$ cat config.mk
export PLATFORM = sky130hd
export DESIGN_NAME = note_detector_flat
export DESIGN_NICKNAME = d
export VERILOG_FILES = /design/src/rtl/piano_pkg.sv /design/src/rtl/note_detector_if.sv /design/src/rtl/note_detector_edge_sync.sv /design/src/rtl/note_detector.sv /design/src/flat_wrapper.sv
export SDC_FILE = /design/constraint.sdc
export NUM_CORES = 1
export LEC_CHECK = 0
export ABC_CLOCK_PERIOD_IN_PS = 5350
export CAP_MARGIN = 40
export CORE_ASPECT_RATIO = 0.5
export CORE_MARGIN = 5
export CORE_UTILIZATION = 50
export DETAILED_ROUTE_END_ITERATION = 8
export GPL_TIMING_DRIVEN = 1
export PLACE_DENSITY = 0.67
export SKIP_CTS_REPAIR_TIMING = 1
export SYNTH_ARGS = -nofsm -noshare
export SYNTH_HDL_FRONTEND = slang
export SYNTH_SLANG_ARGS = --single-unit
$ cat constraint.sdc
create_clock -name CLK -period 5.35 [get_ports CLK]
set_clock_uncertainty 0.2 [all_clocks]
set_input_delay 0.535 -clock CLK [delete_from_list [all_inputs] [get_ports CLK]]
set_output_delay 0.535 -clock CLK [all_outputs]
set_load 0.05 [all_outputs]
$ cat src/rtl/piano_pkg.sv
// Shared definitions for the piano tone path: note indices, nominal tone
// periods at the 100 MHz board clock, and the one-hot switch encoding.
package piano_pkg;

  localparam int CLK_HZ = 100_000_000;

  typedef enum logic [2:0] {
    NOTE_C4 = 3'd0,
    NOTE_D4 = 3'd1,
    NOTE_E4 = 3'd2,
    NOTE_F4 = 3'd3,
    NOTE_G4 = 3'd4,
    NOTE_A4 = 3'd5,
    NOTE_B4 = 3'd6,
    NOTE_C5 = 3'd7
  } note_t;

  typedef logic [2:0]        note_idx_t;
  typedef logic [7:0]        note_oh_t;
  typedef logic [31:0]       period_t;
  typedef period_t [7:0]     period_table_t;

  // Index 7 (C5) is the leftmost element of the packed table.
  localparam period_table_t NOMINAL_PERIODS = {
    32'd191113, 32'd202478, 32'd227273, 32'd255102,
    32'd286344, 32'd303370, 32'd340530, 32'd382225
  };

  // Switch encoding shared with the tone generator: bit0 = C4 ... bit7 = C5.
  function automatic note_oh_t note_onehot(input note_idx_t idx);
    return note_oh_t'(1) << idx;
  endfunction

  // Tone period in board-clock cycles for a frequency in Hz.
  function automatic period_t period_cycles(input int hz);
    return period_t'(CLK_HZ / hz);
  endfunction

endpackage

$ cat src/rtl/note_detector_if.sv
// Detector bus: tone input plus decoded-note outputs. The detector side
// uses the master modport, consumers (LEDs, loopback, bench) the slave one.
interface note_detector_if
  import piano_pkg::*;
#(
  parameter int CNT_W = 20
);

  logic             FREQ_IN;
  note_idx_t        NOTE;
  note_oh_t         NOTE_OH;
  logic             NOTE_VALID;
  logic             NEW_NOTE;
  logic [CNT_W-1:0] PERIOD;

  modport master (
    input  FREQ_IN,
    output NOTE, NOTE_OH, NOTE_VALID, NEW_NOTE, PERIOD
  );

  modport slave (
    output FREQ_IN,
    input  NOTE, NOTE_OH, NOTE_VALID, NEW_NOTE, PERIOD
  );

endinterface

$ cat src/rtl/note_detector_edge_sync.sv
// Two-flop synchronizer followed by a registered rising-edge pulse.
// The pulse is high for one cycle, three clocks after the input rises.
module edge_sync (
  input  logic clk,
  input  logic rst,
  input  logic async_in,
  output logic rise_p
);

  logic sync1;
  logic sync2;
  logic sync3;

  // Synchronize the input, then compare against its delayed copy.
  // NOTE: sequential logic uses non-blocking assignments so every flop
  // samples the pre-edge value of its neighbour, as real hardware does.
  always_ff @(posedge clk or posedge rst) begin
    if (rst) begin
      sync1  <= 1'b0;
      sync2  <= 1'b0;
      sync3  <= 1'b0;
      rise_p <= 1'b0;
    end else begin
      sync1  <= async_in;
      sync2  <= sync1;
      sync3  <= sync2;
      rise_p <= sync2 & ~sync3;
    end
  end

endmodule

$ cat src/rtl/note_detector.sv
// Measures the period of an incoming square-wave tone and decodes it to
// one of the eight notes C4..C5, requiring STABLE_CNT agreeing periods.
module note_detector
  import piano_pkg::*;
#(
  parameter int            CNT_W      = 20,
  parameter int            MAX_PERIOD = 500000,
  parameter int            MIN_PERIOD = 150000,
  parameter int            TOL        = 4000,
  parameter int            STABLE_CNT = 2,
  parameter period_table_t NOMINAL    = NOMINAL_PERIODS
) (
  input  logic           CLK,
  input  logic           RESET,
  note_detector_if.master bus
);

  localparam logic [1:0] WAIT_EDGE = 2'd0;
  localparam logic [1:0] COUNT     = 2'd1;
  localparam logic [1:0] CLASSIFY  = 2'd2;

  localparam int               SW         = $clog2(STABLE_CNT + 1);
  localparam logic [SW-1:0]    STABLE_MAX = SW'(STABLE_CNT);
  localparam logic [CNT_W-1:0] MAX_P      = CNT_W'(MAX_PERIOD);
  localparam logic [CNT_W-1:0] MIN_P      = CNT_W'(MIN_PERIOD);
  localparam logic [CNT_W-1:0] TOL_P      = CNT_W'(TOL);

  logic [1:0]       state;
  logic [CNT_W-1:0] cnt;
  logic [CNT_W-1:0] period_q;
  logic [CNT_W-1:0] cmp_q;
  logic [SW-1:0]    stable;
  logic [SW-1:0]    stable_next;
  note_idx_t        last_idx;
  note_idx_t        note_q;
  logic             valid_q;
  logic             new_note_q;
  logic             rise_p;
  logic             match;
  note_idx_t        match_idx;

  function automatic logic [CNT_W-1:0] abs_diff(input logic [CNT_W-1:0] a,
                                                input logic [CNT_W-1:0] b);
    return (a >= b) ? a - b : b - a;
  endfunction

  edge_sync u_edge_sync (
    .clk      (CLK),
    .rst      (RESET),
    .async_in (bus.FREQ_IN),
    .rise_p   (rise_p)
  );

  // Find the nominal period whose tolerance window holds the latched period;
  // windows never overlap, so at most one entry can hit.
  // NOTE: every output of a combinational block gets a default first, so no
  // path leaves it unassigned and no latch is inferred.
  always_comb begin
    match     = 1'b0;
    match_idx = '0;
    for (int i = 0; i < 8; i++) begin
      if (cmp_q >= MIN_P && abs_diff(cmp_q, NOMINAL[i][CNT_W-1:0]) <= TOL_P) begin
        match     = 1'b1;
        match_idx = note_idx_t'(i);
      end
    end
  end

  // Consecutive matches on the same note build confidence, saturating.
  always_comb begin
    if (stable != '0 && match_idx == last_idx) begin
      stable_next = (stable == STABLE_MAX) ? stable : stable + SW'(1);
    end else begin
      stable_next = SW'(1);
    end
  end

  // Period measurement FSM plus the registered note outputs.
  always_ff @(posedge CLK or posedge RESET) begin
    if (RESET) begin
      state      <= WAIT_EDGE;
      cnt        <= '0;
      period_q   <= '0;
      cmp_q      <= '0;
      stable     <= '0;
      last_idx   <= '0;
      note_q     <= '0;
      valid_q    <= 1'b0;
      new_note_q <= 1'b0;
    end else begin
      new_note_q <= 1'b0;
      case (state)
        WAIT_EDGE: begin
          if (rise_p) begin
            cnt   <= CNT_W'(1);
            state <= COUNT;
          end else begin
            cnt <= '0;
          end
        end
        COUNT: begin
          if (cnt == MAX_P) begin
            // Silence: drop the note but keep its index; a coincident edge
            // still opens a fresh measurement.
            valid_q <= 1'b0;
            stable  <= '0;
            if (rise_p) begin
              cnt   <= CNT_W'(1);
              state <= COUNT;
            end else begin
              cnt   <= '0;
              state <= WAIT_EDGE;
            end
          end else if (rise_p) begin
            period_q <= cnt;
            cmp_q    <= cnt;
            cnt      <= CNT_W'(1);
            state    <= CLASSIFY;
          end else begin
            cnt <= cnt + 1'b1;
          end
        end
        CLASSIFY: begin
          // Keep counting the next period while the last one is judged.
          cnt   <= cnt + 1'b1;
          state <= COUNT;
          if (match) begin
            last_idx <= match_idx;
            stable   <= stable_next;
            if (stable_next == STABLE_MAX) begin
              note_q     <= match_idx;
              valid_q    <= 1'b1;
              new_note_q <= !valid_q || (note_q != match_idx);
            end
          end else begin
            stable  <= '0;
            valid_q <= 1'b0;
          end
        end
        default: begin
          cnt   <= '0;
          state <= WAIT_EDGE;
        end
      endcase
    end
  end

  assign bus.NOTE       = note_q;
  assign bus.NOTE_VALID = valid_q;
  assign bus.NOTE_OH    = valid_q ? note_onehot(note_q) : '0;
  assign bus.NEW_NOTE   = new_note_q;
  assign bus.PERIOD     = period_q;

endmodule

$ cat src/flat_wrapper.sv
// flat-port wrapper written by rule: the top's interface ports become plain ports
module note_detector_flat import piano_pkg::*;
#(
  parameter int            CNT_W      = 20,
  parameter int            MAX_PERIOD = 500000,
  parameter int            MIN_PERIOD = 150000,
  parameter int            TOL        = 4000,
  parameter int            STABLE_CNT = 2,
  parameter period_table_t NOMINAL    = NOMINAL_PERIODS
)
  (CLK, RESET, bus_FREQ_IN, bus_NOTE, bus_NOTE_OH, bus_NOTE_VALID, bus_NEW_NOTE, bus_PERIOD);
  note_detector_if #(.CNT_W(CNT_W)) bus_i ();
  input  logic CLK;
  input  logic RESET;
  input wire logic [$bits(bus_i.FREQ_IN)-1:0] bus_FREQ_IN;
  output wire logic [$bits(bus_i.NOTE)-1:0] bus_NOTE;
  output wire logic [$bits(bus_i.NOTE_OH)-1:0] bus_NOTE_OH;
  output wire logic [$bits(bus_i.NOTE_VALID)-1:0] bus_NOTE_VALID;
  output wire logic [$bits(bus_i.NEW_NOTE)-1:0] bus_NEW_NOTE;
  output wire logic [$bits(bus_i.PERIOD)-1:0] bus_PERIOD;
  assign bus_i.FREQ_IN = bus_FREQ_IN;
  assign bus_NOTE = bus_i.NOTE;
  assign bus_NOTE_OH = bus_i.NOTE_OH;
  assign bus_NOTE_VALID = bus_i.NOTE_VALID;
  assign bus_NEW_NOTE = bus_i.NEW_NOTE;
  assign bus_PERIOD = bus_i.PERIOD;
  note_detector #(.CNT_W(CNT_W), .MAX_PERIOD(MAX_PERIOD), .MIN_PERIOD(MIN_PERIOD), .TOL(TOL), .STABLE_CNT(STABLE_CNT), .NOMINAL(NOMINAL)) u_core (.CLK(CLK), .RESET(RESET), .bus(bus_i));
endmodule
Yosys cells after proc, flatten, opt, wreduce, memory -nomap -nowiden:

Index checks and enable logic that the tools add are counted.

* register bits after elaboration: 56
* bits of input ports: 3
* word-level logic and storage cells: 127

* add/subtract/negate cells: 18
* $lt $le $gt $ge: 17
* equal/unequal tests: 11
* shifts and indexed selects: 1
* multiplexer cells: 45
* bitwise operators: 3
* reductions and logical operators: 20

Operator list (count)
* 2-to-1 mux 20 bit: 10
* less-or-equal comparator 20 x 12 -> 1 bit, second input constant: 8
* >= comparator 20 x 18 -> 1 bit, second input constant: 5
* >= comparator 20 x 19 -> 1 bit, second input constant: 4
* subtractor 18 x 20 -> 20 bit, first input constant: 4
* subtractor 19 x 20 -> 20 bit, first input constant: 4
* subtractor 20 x 18 -> 20 bit, second input constant: 4
* subtractor 20 x 19 -> 20 bit, second input constant: 4
* case mux 20 bit (3 select lines): 1
* adder 20 x 1 -> 20 bit, second input constant: 1
* == test 20 x 19 -> 1 bit, second input constant: 1
* 2-to-1 mux 2 bit: 9
* 2-to-1 mux 1 bit: 17
* 2-to-1 mux 3 bit: 4
* logical AND 1 bit: 9
* AND reduction 3 bit: 3
* 2-to-1 mux 8 bit: 1
* << shifter 1 x 3 -> 8 bit, first input constant: 1
* == test 2 bit, second input constant: 3
* case mux 2 bit (3 select lines): 1
* AND reduction 2 bit: 3
* case mux 2 bit (2 select lines): 1
* nonzero test 2 bit: 2
* == test 3 bit: 1
* other kinds (13): 14

Depth between registers and ports, before layout:

* word-level depth: 18
* depth in mapped cells: 18

By module:

Synthesis repeated with hierarchy kept, for this count alone.

* cells, all modules: 1400
* area total of the unflattened synthesis: 9829.4 um^2

Modules (own cells, without submodules)
* note_detector: instances 1, cells an instance 1394, area each 9711.8 um^2, seq. area each 1301.2 um^2
* edge_sync: instances 1, cells an instance 6, area each 117.6 um^2, seq. area each 100.1 um^2

Least setup slack after synthesis:

Ideal clock, no wire load.

* path type: register to register
* from: reg u_core.cmp_q[3]
* to: reg u_core.note_q[1] (netlist: u_core.bus.NOTE[1])
* setup time: 0.125 ns
* arrival: 4.535 ns
* required time: 5.025 ns
* slack: 0.490 ns
* cell stages (with the launch flop): 18
* path buffers: 3
* period minus slack after synthesis: 4.860 ns
* path through: dfrtp_1 buf_2 buf_4 buf_2 inv_1 ha_1 nor4bb_1 and4_1 a211oi_1 nand3_1 o32a_1 xnor2_1 or4_1 a211o_1 a311oi_2 o22ai_1 nand4bb_4 mux2_4

* word-level cells in the longest chain between the ends: 16
* elaborated cells between the ends (all ways): 69

Ends and longest elaborated chain
* start: declaration: line note_detector.sv:31 `logic [CNT_W-1:0] cmp_q;`
* start signal: assignment: line note_detector.sv:116 `cmp_q <= cnt;`
* subtractor 19 x 20 -> 20 bit (tied with other cells): line note_detector.sv:44 `return (a >= b) ? a - b : b - a;`
* 2-to-1 mux 20 bit: line note_detector.sv:44
* less-or-equal comparator 20 x 12 -> 1 bit: line note_detector.sv:62 `if (cmp_q >= MIN_P && abs_diff(cmp_q, NOMINAL[i][CNT_W-1:0]) <= TOL_P) begin`
* logical AND 1 bit: line note_detector.sv:62
* 2-to-1 mux 1 bit: line note_detector.sv:62
* 2-to-1 mux 2 bit (2 in a row): line note_detector.sv:62
* 2-to-1 mux 3 bit (4 in a row): line note_detector.sv:62
* == test 3 bit: line note_detector.sv:71 `if (stable != '0 && match_idx == last_idx) begin`
* logical AND 1 bit: line note_detector.sv:71
* 2-to-1 mux 2 bit: line note_detector.sv:71
* == test 2 bit: line note_detector.sv:130 `if (stable_next == STABLE_MAX) begin`
* AND reduction 3 bit (no line)
* end signal: assignment: line note_detector.sv:131 `note_q <= match_idx;`
* end: declaration: line note_detector.sv:35 `note_idx_t note_q;`

Parallel ways exist; a longest one is shown, timed or not.
A chain may end at the register's enable or synchronous reset.

Worst setup path after layout:

* from: reg u_core.cmp_q[12]
* to: reg u_core.note_q[1] (netlist: u_core.bus.NOTE[1])

Same word-level chain as after synthesis.

==> results.toml <==
[outcome]
status = "finished clean"

[timing]
setup_viol = 0
setup_ws_ns = 0.0636
tightest_slew_ns = 0.907
max_freq_mhz = 189
fin_crit_ns = 5.29
setup_tns_ns = 0
slew_headroom_pct = 39.4
period_share_pct = 98.8
hold_viol = 0
rsz0062_at_grt = "no"
slew_violations = 0

[cts]
cts_tree = "built"
path_clk_slew_ns = 0.07
htreeDepth = 2
clock_latency_ns = 0.29
clock-sinks = 56
clock_tree.root_cell = "clkbuf_16"
numCtsBuffers = 5
cts_max_path_buffers = 2

[layout]
area_delta_synth_final_pct = 10.3
antennaDiodeCount = 0
fillCellCount = 1914
num-nets-final = 1432
final_area_um2 = 11000
drive_gt1_share_pct = 13.9

[worst_setup_path]
crit_type = "reg2reg"
start_kind = "register"
cp_data_arrival_time_ns = 5.27
cpPeakStageDelay_ns = 0.71
end_kind = "register"
critPathSlowestCell = "a21boi_1"
crit_fanout = 18
worstPathCellList = "buf_4, a211oi_1, nor2_1, o211a_2, nor2_2, o221ai_1, a22oi_1, nand4_1, a21boi_1, and4_1, o22ai_1, nand4bb_4, mux2_4"
required_ns = 5.33

[detailed_routing]
vias = 12400
routed.top_layer = "met5"
via_per_inst = 7.41
dr.pass1.iters = 6
ant_nets = 0
wl_met3_um = 6740
wl_per_cell_um = 27.1
dr.first_iter.drc_count = 2222
routed_wl_um = 45500
met2WireLength_um = 18900
drcViolationCount = 0
drt-met1-wl_um = 18100

[floorplan]
start_util_pct = 51.2
die_area_um2 = 23100
row_count = 36
die_w_um = 210
core_um2 = 19500
die_y_um = 110
io_pins = 36

[placement]
gp_congestion = 1.10
hpwl_um = 35200
placed_cell_area_um2 = 10900
io_buffers = 35
place_ws_ns = 0.461

[synth]
netlist_top_cells_count = "nor2_1 (119), nand2_1 (117), a21oi_1 (109), o21ai_0 (83), xnor2_1 (69)"
synth-seq-cells = 56
synthFlopType = "dfrtp_1"
synth_area_um2 = 10000
yosysTopAreaCell = "dfrtp_1"
synth_area_leaders = "dfrtp_1 (14%), xnor2_1 (6.0%), a21oi_1 (5.4%)"
synthArstFlopShare_pct = 100
seq_area_frac_synth_pct = 14.0
synth-edff-count = 0
synth.avg_cell_area_um2 = 7.20
syn_nets = 1411
synth.distinct_cells = 118
synth_top_area_share_pct = 14.0
ys_warn_count = 0
syn-instance-count = 1391
synth.most_common_cell = "nor2_1"

[power_and_ir_drop]
p_leak_nw = 4.06
peakVddDrop_v = 0.000360
powerDensity_nw_per_um2 = 129

[grt]
overflow = 0
grt_max_degree = 57
grt_pass1_vias = 11500
grt_pass1_wl_um = 68800
antenna_found_initial = 2
track_usage_pct = 37.9

[flow_run]
drv_cap = 0

[worst_hold_path]
hold_path_class = "reg2reg"
## worst max-delay path: cells and delay by family, from the launching register on
kind | cells | cell delay [ns]
AOI/OAI and AO/OA | 6 | 2.15
and+or+nand+nor | 5 | 1.45
DFF | 1 | 0.69
buffers and inverters | 1 | 0.33
muxes | 1 | 0.32
## cells in the final DEF, fill, tap and decap left out, types with 27 or more instances in the layout
master | netlist | layout
nand2_1 | 117 | 117
buf_4 | 21 | 95
a21oi_1 | 109 | 109
inv_1 | 34 | 33
nand3_1 | 66 | 66
mux2i_1 | 27 | 27
nor2_1 | 119 | 119
dfrtp_1 | 56 | 54
clkdlybuf4s50_1 | 0 | 35
nor3_1 | 34 | 34
o21ai_0 | 83 | 83
nand4_1 | 30 | 30
xnor2_1 | 69 | 69
## metal layers
| metal | GRT usage (%) | vias up |
|---|---|---|
| met5 | 0 | - |
| li1 | - | 5354 |
| met4 | 13.2 | 2 |
| met3 | 12.1 | 176 |
| met2 | 58.2 | 963 |
| met1 | 50.7 | 5945 |
## flip-flops by register name, indices dropped and copies added, names as in the netlist, 2 cells and up
register,flops
u_core.cmp_q,20
u_core.cnt,20
u_core.bus.NOTE,3
u_core.last_idx,3
u_core.stable,2
u_core.state,2
## power by group
part	switching [mW]	total, mW	internal (mW)	leakage, nW
registers	0.0348	0.481	0.446	0.765
clock network	0.157	0.334	0.178	0.0719
logic	0.423	0.609	0.186	3.23
## per-stage QoR
step	hold slack, ns	util [%]	std cells	power (mW)
2_1_floorplan	0.131	-	1391	0.867
3_3_place_gp	0.147	55.5	1669	1.04
3_5_place_dp	0.136	55.7	1671	1.06
4_1_cts	0.163	56.5	1679	1.40
5_1_grt	0.183	56.5	1679	1.49
6_report	0.160	56.5	1679	1.42
## path summary, 6_finish.rpt
| kind | startpoint | end | slack (ns) | cells after the start |
|---|---|---|---|---|
| max in group asynchronous | RESET | u_core.cmp_q[9] | 3.92 | 3 |
| worst min-delay path | u_core.u_edge_sync.sync1 | u_core.u_edge_sync.sync2 | 0.16 | 0 |
| worst min register to register | u_core.u_edge_sync.sync1 | u_core.u_edge_sync.sync2 | 0.16 | 0 |
| worst max register to register | u_core.cmp_q[12] | u_core.bus.NOTE[1] | 0.06 | 13 |
| min in group asynchronous | RESET | u_core.cnt[6] | 0.54 | 3 |
| worst max-delay path | u_core.cmp_q[12] | u_core.bus.NOTE[1] | 0.06 | 13 |
## kinds of logic after synthesis
| family | count (synthesis) | share of synthesized area [%] |
|---|---|---|
| DFF | 56 | 14.0 |
| AOI/OAI and AO/OA | 486 | 34.8 |
| buffers and inverters | 161 | 7.90 |
| xor gates and xnor gates | 80 | 7.00 |
| muxes | 48 | 5.10 |
| and+or+nand+nor | 543 | 29.1 |
| adders and majority gates | 17 | 2.12 |
## cell type report
| cell class | instances | area (µm²) | area share, % |
|---|---|---|---|
| clock buffers | 5 | 125 | 1.13 |
| flip-flops and latches | 56 | 1400 | 12.7 |
| clock inverters | 3 | 27.5 | 0.249 |
| multi-input cells | 1174 | 7820 | 70.8 |
| inverters | 39 | 146 | 1.33 |
| repair buffers | 136 | 1190 | 10.7 |
| well taps | 266 | 333 | 3.01 |
Power figures use the tool's default switching activity.
